File: config.mk
export PLATFORM = sky130hd
export DESIGN_NAME = cla_divider_seq
export DESIGN_NICKNAME = d
export VERILOG_FILES = /design/src/rtl/cla_div_pkg.sv /design/src/rtl/cla_subtractor.sv /design/src/rtl/cla_divider_seq.sv
export SDC_FILE = /design/constraint.sdc
export NUM_CORES = 1
export LEC_CHECK = 0
export ABC_AREA = 1
export BUFFER_PORTS_ARGS = -buffer_cell sky130_fd_sc_hd__buf_2
export CAP_MARGIN = 20
export CORE_UTILIZATION = 62
export CTS_BUF_LIST = sky130_fd_sc_hd__clkbuf_8
export CTS_CLUSTER_DIAMETER = 50
export DETAILED_ROUTE_END_ITERATION = 12
export PLACE_DENSITY = 0.87
export SETUP_SLACK_MARGIN = 0.02
export SLEW_MARGIN = 20
export SYNTH_ARGS = -nofsm -noshare
export SYNTH_HDL_FRONTEND = slang
export SYNTH_SLANG_ARGS = --single-unit
File: constraint.sdc
create_clock -name clk -period 3.14 [get_ports clk]
set_clock_uncertainty 0.2 [all_clocks]
set_input_delay 0.157 -clock clk [delete_from_list [all_inputs] [get_ports clk]]
set_output_delay 0.157 -clock clk [all_outputs]
set_load 0.02 [all_outputs]
File: src/rtl/cla_div_pkg.sv
// Shared types and sizing for the sequential restoring divider.
//   state_t         : divider control states (2-bit encoding)
//   DEFAULT_WIDTH   : default operand/quotient/remainder width
//   count_width()   : width of the iteration counter for a given operand width
package cla_div_pkg;

  // state | meaning
  // IDLE  | ready for a new operand pair
  // BUSY  | one quotient bit resolved per cycle
  // DONE  | result presented, waiting for consumer handshake
  typedef enum logic [1:0] {
    IDLE = 2'd0,
    BUSY = 2'd1,
    DONE = 2'd2
  } state_t;

  localparam int DEFAULT_WIDTH = 4;

  function automatic int count_width(input int width);
    return $clog2(width) + 1;
  endfunction

  localparam int DEFAULT_COUNT_W = count_width(DEFAULT_WIDTH);

endpackage

File: src/rtl/cla_subtractor.sv
// Combinational N-bit subtractor i_a - i_b built as a carry-look-ahead adder
// on i_a and ~i_b with carry-in 1.
//   i_a    : minuend
//   i_b    : subtrahend
//   o_diff : i_a - i_b (modulo 2^N)
//   o_cout : carry out of the top bit; 1 means no borrow (i_a >= i_b)
module cla_subtractor #(
  parameter int N = 5
) (
  input  logic [N-1:0] i_a,
  input  logic [N-1:0] i_b,
  output logic [N-1:0] o_diff,
  output logic         o_cout
);

  logic [N-1:0] w_g;
  logic [N-1:0] w_p;
  logic [N:0]   w_c;

  // Every carry is a flat sum of generate terms gated by the propagate chain
  // above them, so no carry depends on a lower computed carry.
  function automatic logic [N:0] lookahead(input logic [N-1:0] g,
                                           input logic [N-1:0] p,
                                           input logic         cin);
    logic [N:0] c;
    logic       term;
    logic       prop;
    c    = '0;
    c[0] = cin;
    for (int i = 0; i < N; i++) begin
      term = g[i];
      prop = p[i];
      for (int j = i - 1; j >= 0; j--) begin
        term = term | (prop & g[j]);
        prop = prop & p[j];
      end
      c[i+1] = term | (prop & cin);
    end
    return c;
  endfunction

  assign w_g    = i_a & ~i_b;
  assign w_p    = i_a ^ ~i_b;
  assign w_c    = lookahead(w_g, w_p, 1'b1);
  assign o_diff = w_p ^ w_c[N-1:0];
  assign o_cout = w_c[N];

endmodule

File: src/rtl/cla_divider_seq.sv
// Iterative unsigned restoring divider, one quotient bit per cycle, with
// valid/ready handshakes on both the operand and result sides.
//   clk, rst_n          : clock, synchronous active-low reset
//   in_valid, in_ready  : operand handshake (dividend, divisor)
//   out_valid, out_ready: result handshake (quotient, remainder, div_by_zero)
//   div_by_zero         : last accepted divisor was 0 (quotient all ones,
//                         remainder = dividend)
//
// state | meaning
// IDLE  | in_ready high, operands latched on in_valid
// BUSY  | WIDTH trial-subtraction cycles
// DONE  | out_valid high, held until out_ready
module cla_divider_seq
  import cla_div_pkg::*;
#(
  parameter int WIDTH = DEFAULT_WIDTH
) (
  input  logic             clk,
  input  logic             rst_n,
  input  logic             in_valid,
  output logic             in_ready,
  input  logic [WIDTH-1:0] dividend,
  input  logic [WIDTH-1:0] divisor,
  output logic             out_valid,
  input  logic             out_ready,
  output logic [WIDTH-1:0] quotient,
  output logic [WIDTH-1:0] remainder,
  output logic             div_by_zero
);

  localparam int CNT_W = count_width(WIDTH);

  state_t           r_state;
  state_t           w_state_next;
  logic [WIDTH:0]   r_rem;
  logic [WIDTH-1:0] r_quo;
  logic [WIDTH-1:0] r_dsr;
  logic [CNT_W-1:0] r_count;
  logic [WIDTH-1:0] r_quotient;
  logic [WIDTH-1:0] r_remainder;
  logic             r_div_by_zero;

  logic [WIDTH:0]   w_shifted;
  logic [WIDTH:0]   w_trial;
  logic             w_cout;
  logic [WIDTH:0]   w_rem_next;
  logic [WIDTH-1:0] w_quo_next;
  logic             w_last;

  // Partial remainder shifted left with the next dividend bit; the extra
  // top bit keeps the shifted value from overflowing.
  assign w_shifted = (r_rem << 1) | {{WIDTH{1'b0}}, r_quo[WIDTH-1]};

  cla_subtractor #(.N(WIDTH + 1)) u_sub (
    .i_a    (w_shifted),
    .i_b    ({1'b0, r_dsr}),
    .o_diff (w_trial),
    .o_cout (w_cout)
  );

  assign w_rem_next = w_cout ? w_trial : w_shifted;
  assign w_quo_next = {r_quo[WIDTH-2:0], w_cout};
  assign w_last     = (r_count == CNT_W'(WIDTH - 1));

  always_ff @(posedge clk) begin
    if (!rst_n) begin
      r_state <= IDLE;
    end else begin
      r_state <= w_state_next;
    end
  end

  always_comb begin
    w_state_next = r_state;
    unique case (r_state)
      IDLE: if (in_valid) w_state_next = (divisor == '0) ? DONE : BUSY;
      BUSY: if (w_last) w_state_next = DONE;
      DONE: if (out_ready) w_state_next = IDLE;
      default: w_state_next = IDLE;
    endcase
  end

  always_ff @(posedge clk) begin
    if (!rst_n) begin
      r_rem         <= '0;
      r_quo         <= '0;
      r_dsr         <= '0;
      r_count       <= '0;
      r_quotient    <= '0;
      r_remainder   <= '0;
      r_div_by_zero <= 1'b0;
    end else begin
      case (r_state)
        IDLE: begin
          if (in_valid) begin
            r_quo   <= dividend;
            r_dsr   <= divisor;
            r_rem   <= '0;
            r_count <= '0;
            if (divisor == '0) begin
              r_quotient    <= '1;
              r_remainder   <= dividend;
              r_div_by_zero <= 1'b1;
            end
          end
        end
        BUSY: begin
          r_rem   <= w_rem_next;
          r_quo   <= w_quo_next;
          r_count <= r_count + 1'b1;
          if (w_last) begin
            r_quotient    <= w_quo_next;
            r_remainder   <= w_rem_next[WIDTH-1:0];
            r_div_by_zero <= 1'b0;
          end
        end
        default: ;
      endcase
    end
  end

  assign in_ready    = (r_state == IDLE);
  assign out_valid   = (r_state == DONE);
  assign quotient    = r_quotient;
  assign remainder   = r_remainder;
  assign div_by_zero = r_div_by_zero;

endmodule

==> metrics list <==
* Full die area: roughly 0.0025 mm^2
- The most used flip-flop cell after synthesis is dfxtp_1.
- Filler cells: 146
* Clock tree sinks: 26
- Worst setup timing slack at the placement stage: around 1.2 ns
- Combinational fraction of design power: 0.533
* Remaining antenna violation count after routing: 0
- Worst endpoint data arrival time: 1.99 ns
* Core box area: 0.002042 mm^2
* Sum of net half-perimeters after detailed placement: 2363 um
* Total internal power: 0.9066 mW
* CTS tree: yes
* Leakage component of the power: between 0.8 and 0.9 nW
- Destination of the worst register-to-register timing path: remainder[0]$_SDFFE_PN0P_
- Post-synthesis async set-or-reset flop share: 0
- Across the VDD grid, the largest voltage drop is 0.8222 mV.
- Mapped Cells: 201
- Endpoint of the worst setup timing path: remainder[0]$_SDFFE_PN0P_
- The worst path in the final design needs a cycle of 1.995 ns, including I/O delays and setup.
* Skew-Pair Late Insertion Delay: 0.28 ns
- Netlist area before placement: 0.001404 mm^2
- Dividing the detail-routed via count by the number of cells gives 5.568.
* Number of failing hold endpoints at the final stage: 0
* Final design instance area without fill: 0.001658 mm^2
* Cell area power density: between 1000 and 1500 mW/mm^2
* Global-route layer with the greatest usage: met2
* Top cell type by total area after synthesis: dfxtp_1
- Share of Yosys cell area claimed by the top area cell type: 0.3708
- Setup TNS Final: 0 ns
* Post-synthesis sequential area ratio: 0.3708
- The critical path starts at r_dsr[2]$_SDFFE_PN0P_.
- Run status: complete, no violations
- Weighted congestion reported at the end of routability-driven placement: between 0.8 and 0.9
- Setup violations remaining at the end of the flow were counted as 0.
- Number of synthesized flops with an enable pin: 0
- Per-cell routed wire length: 13.13 um
* H-tree level count: 1
* RSZ-0062 raised after global routing: false
* Number of gates given a new drive strength after cts: 0
* Sw Pwr: 0.8212 mW
- After the last flow step, the layout net total stands at between 200 and 300.
- Across the run, the number of max-cap violations was 0.
- WHS: roughly 0.02 ns
- Kind of path behind the tightest hold check: in2reg
- Static timing analysis puts the maximum clock frequency at about 0.5 GHz.
* Clock Path Buffers: 2
- Slew Viols, Final: 0
* DIE WIDTH: between 40 and 50 um
- Area post-placement: 0.001536 mm^2
* Number of I/O port buffers: 22
* Clock transition time at the flip-flop clock pins of the worst setup and hold paths: ~0.090 ns
* Starting density of the core: 0.6875
- Measured against its own limit, the worst slew margin works out to 0.7905.
- Reg-to-Reg Start: r_dsr[2]$_SDFFE_PN0P_
- Number of warnings reported in the yosys synthesis log: 0
* Total global routing overflow: 0
- Counting flops and latches in the post-synthesis netlist gives 26.
- The die is about 50 um tall.
- The worst register-to-register path has a depth of 10.
- After clock tree synthesis, the setup repair step added 0 buffers.
- Cell types with the highest counts after synthesis: 42 x nand2_1, 29 x inv_1, 26 x dfxtp_1, 24 x nor2_1, 16 x nand3_1
- Post-Syn Area per Cell: 6.984 um^2
* Final worst-path cycle share: 0.6352
- The initialized floorplan defines 16 standard-cell rows.
- The root buffer cell chosen for the clock tree is clkbuf_8.
* Switching power as a share of total power: 0.4753
- Reg-to-reg slack, setup: 1.15 ns
* Number of global-route vias before repair: between 1000 and 1500
- STA classifies the critical path startpoint as a flop.
* Minimum setup slack in the final design: 1.145 ns
- Total global-route track usage: 0.3172
- For met3 alone, demand over resource in global routing was 0.08642.
- Wire length after detailed routing: around 3400 um
- The first TritonRoute pass finished after 4 iterations.
* Req. time, crit path: 3.13 ns
- After the first detailed-routing iteration, the DRC count stood at 53.
- The number of clock buffers added by TritonCTS is 3.
* Fraction of met1 tracks used by global routing: 0.3486
- In the routed design, unresolved DRC markers number 0.
- The repair_antennas step left the layout with diodes totalling 0.
- Met2 track demand over resource in global routing: 0.5315
- Of all nets on the critical path, the largest fanout is 6.
- Power share of the sequential group: 0.303
- Most frequent cell after synthesis: nand2_1
- Critical setup path kind: reg2reg
* Share of total power in the clock network: 0.164
- The number of antenna violations at the first check in global routing is 0.
* Area contributors post-synth: dfxtp_1 37%, nand2_1 11%, inv_1 7.8%, nor2_1 6.4%, ha_1 6.2%
* Global-route wire length before repair: 5927 um
- Share of cells above drive strength 1: 0.1913
- During I/O placement, the number of pins put on the boundary was 23.
- Yosys mapped the design onto 26 distinct sky130hd cell types.
* Number of vias after detailed routing: 1431
* Slew at the pin closest to its max-slew limit: 0.3131 ns
- Syn-to-layout area delta: 18.09%
- Largest net degree at the start of global routing: 19
- Net count after synthesis: 220
- The worst setup path is captured at a flop.
==> power by group through the flow <==
stage	sequential [mW]	clock [mW]	combinational, mW
global placement	0.520	0	0.854
CTS	0.522	0.283	0.908
detailed placement	0.528	0	0.884
floorplan	0.565	0	0.645
global route	0.535	0.295	1.03
finish	0.524	0.283	0.921
==> logic make-up after synthesis <==
| kind of cell | Yosys count | share of synthesized area |
|---|---|---|
| xor+xnor | 1 | 0.006240 |
| compound gates | 28 | 0.1025 |
| fa+ha+maj | 7 | 0.06239 |
| buf+inv | 36 | 0.1096 |
| flops | 26 | 0.3708 |
| simple gates | 103 | 0.3485 |
==> metrics by stage <==
| step | utilization | instances | power (mW) |
|---|---|---|---|
| 2_1_floorplan | - | 201 | 1.210 |
| 3_3_place_gp | 0.7525 | 248 | 1.374 |
| 3_5_place_dp | 0.7525 | 248 | 1.412 |
| 4_1_cts | 0.8119 | 257 | 1.713 |
| 5_1_grt | 0.8119 | 257 | 1.856 |
| 6_report | 0.8119 | 257 | 1.728 |
==> area by class of cell <==
cell class / count / area [um^2] / area share
clock inverter: 1 / 30.03 / 0.01811
timing repair buffer: 27 / 160.2 / 0.09660
multi-input combinational: 139 / 729.5 / 0.4400
sequential: 26 / 520.5 / 0.3140
inverter: 34 / 142.6 / 0.08604
tap: 27 / 33.78 / 0.02038
clock buffer: 3 / 41.29 / 0.02491
==> layer usage <==
metal / routed length, um / vias to the layer above
met5: 0 / -
met4: 120 / 0
met3: 212 / 14
met1: 1395 / 651
li1: - / 698
met2: 1646 / 68
==> how the worst min path moves through the flow <==
| stage | cells after the start | end | start | slack, ns |
|---|---|---|---|---|
| 3_3_place_gp | 1 | r_count[0]$_SDFFE_PN0P_ | r_count[0]$_SDFFE_PN0P_ | 0.24 |
| 4_1_cts | 4 | r_state[1]$_SDFFE_PN0P_ | out_ready | 0.02 |
| 6_report | 3 | r_dsr[2]$_SDFFE_PN0P_ | divisor[2] | 0.02 |
| 3_5_place_dp | 2 | r_count[2]$_SDFFE_PN0P_ | r_count[2]$_SDFFE_PN0P_ | 0.26 |
| 5_1_grt | 3 | r_dsr[1]$_SDFFE_PN0P_ | divisor[1] | 0.05 |
| 2_1_floorplan | 2 | r_quo[1]$_SDFFE_PN0P_ | rst_n | 0.1 |
==> worst max-delay path, cell delays in order (launching register included) <==
cell and delay, ns:
dfxtp_1 0.33, inv_1 0.06, ha_1 0.35, nand2_1 0.09
nor2_1 0.04, nor2_1 0.25, nand2_1 0.22, nand3_1 0.16
nand3_1 0.11, nand2_1 0.07, inv_1 0.03
==> cells in the final DEF (no fill, tap or decap) <==
cell,synthesis,final
nand2_4,3,3
dfxtp_1,26,26
xnor2_1,1,1
dlygate4sd3_1,0,5
nor2_2,5,5
inv_1,29,29
a31oi_1,3,3
nand2_8,1,1
clkbuf_8,0,3
nor2_1,24,24
a21oi_1,12,12
bufinv_16,0,1
o21ai_0,12,12
nand2_2,3,3
nand3_1,16,16
ha_1,7,7
inv_2,1,1
nand3_2,1,1
nor3_1,2,2
clkinv_1,1,1
o21ai_1,1,1
buf_2,0,22
inv_6,1,1
inv_4,1,1
nand4_1,5,5
nand2_1,42,42
or2_2,1,1
inv_8,1,1
==> state kept, by name, indices dropped and copies added, names as in the netlist <==
name and cells:
div_by_zero 1, quotient 4, r_count 3, r_dsr 4
r_quo 4, r_rem 4, r_state 2, remainder 4
==> timing repair <==
| action | CTS | global route |
|---|---|---|
| hold buffers | 5 | 0 |
| hold endpoints to repair | 5 | 0 |
| endpoints found under the setup margin | 0 | 0 |
No activity file was read; power rests on OpenSTA's default activity.
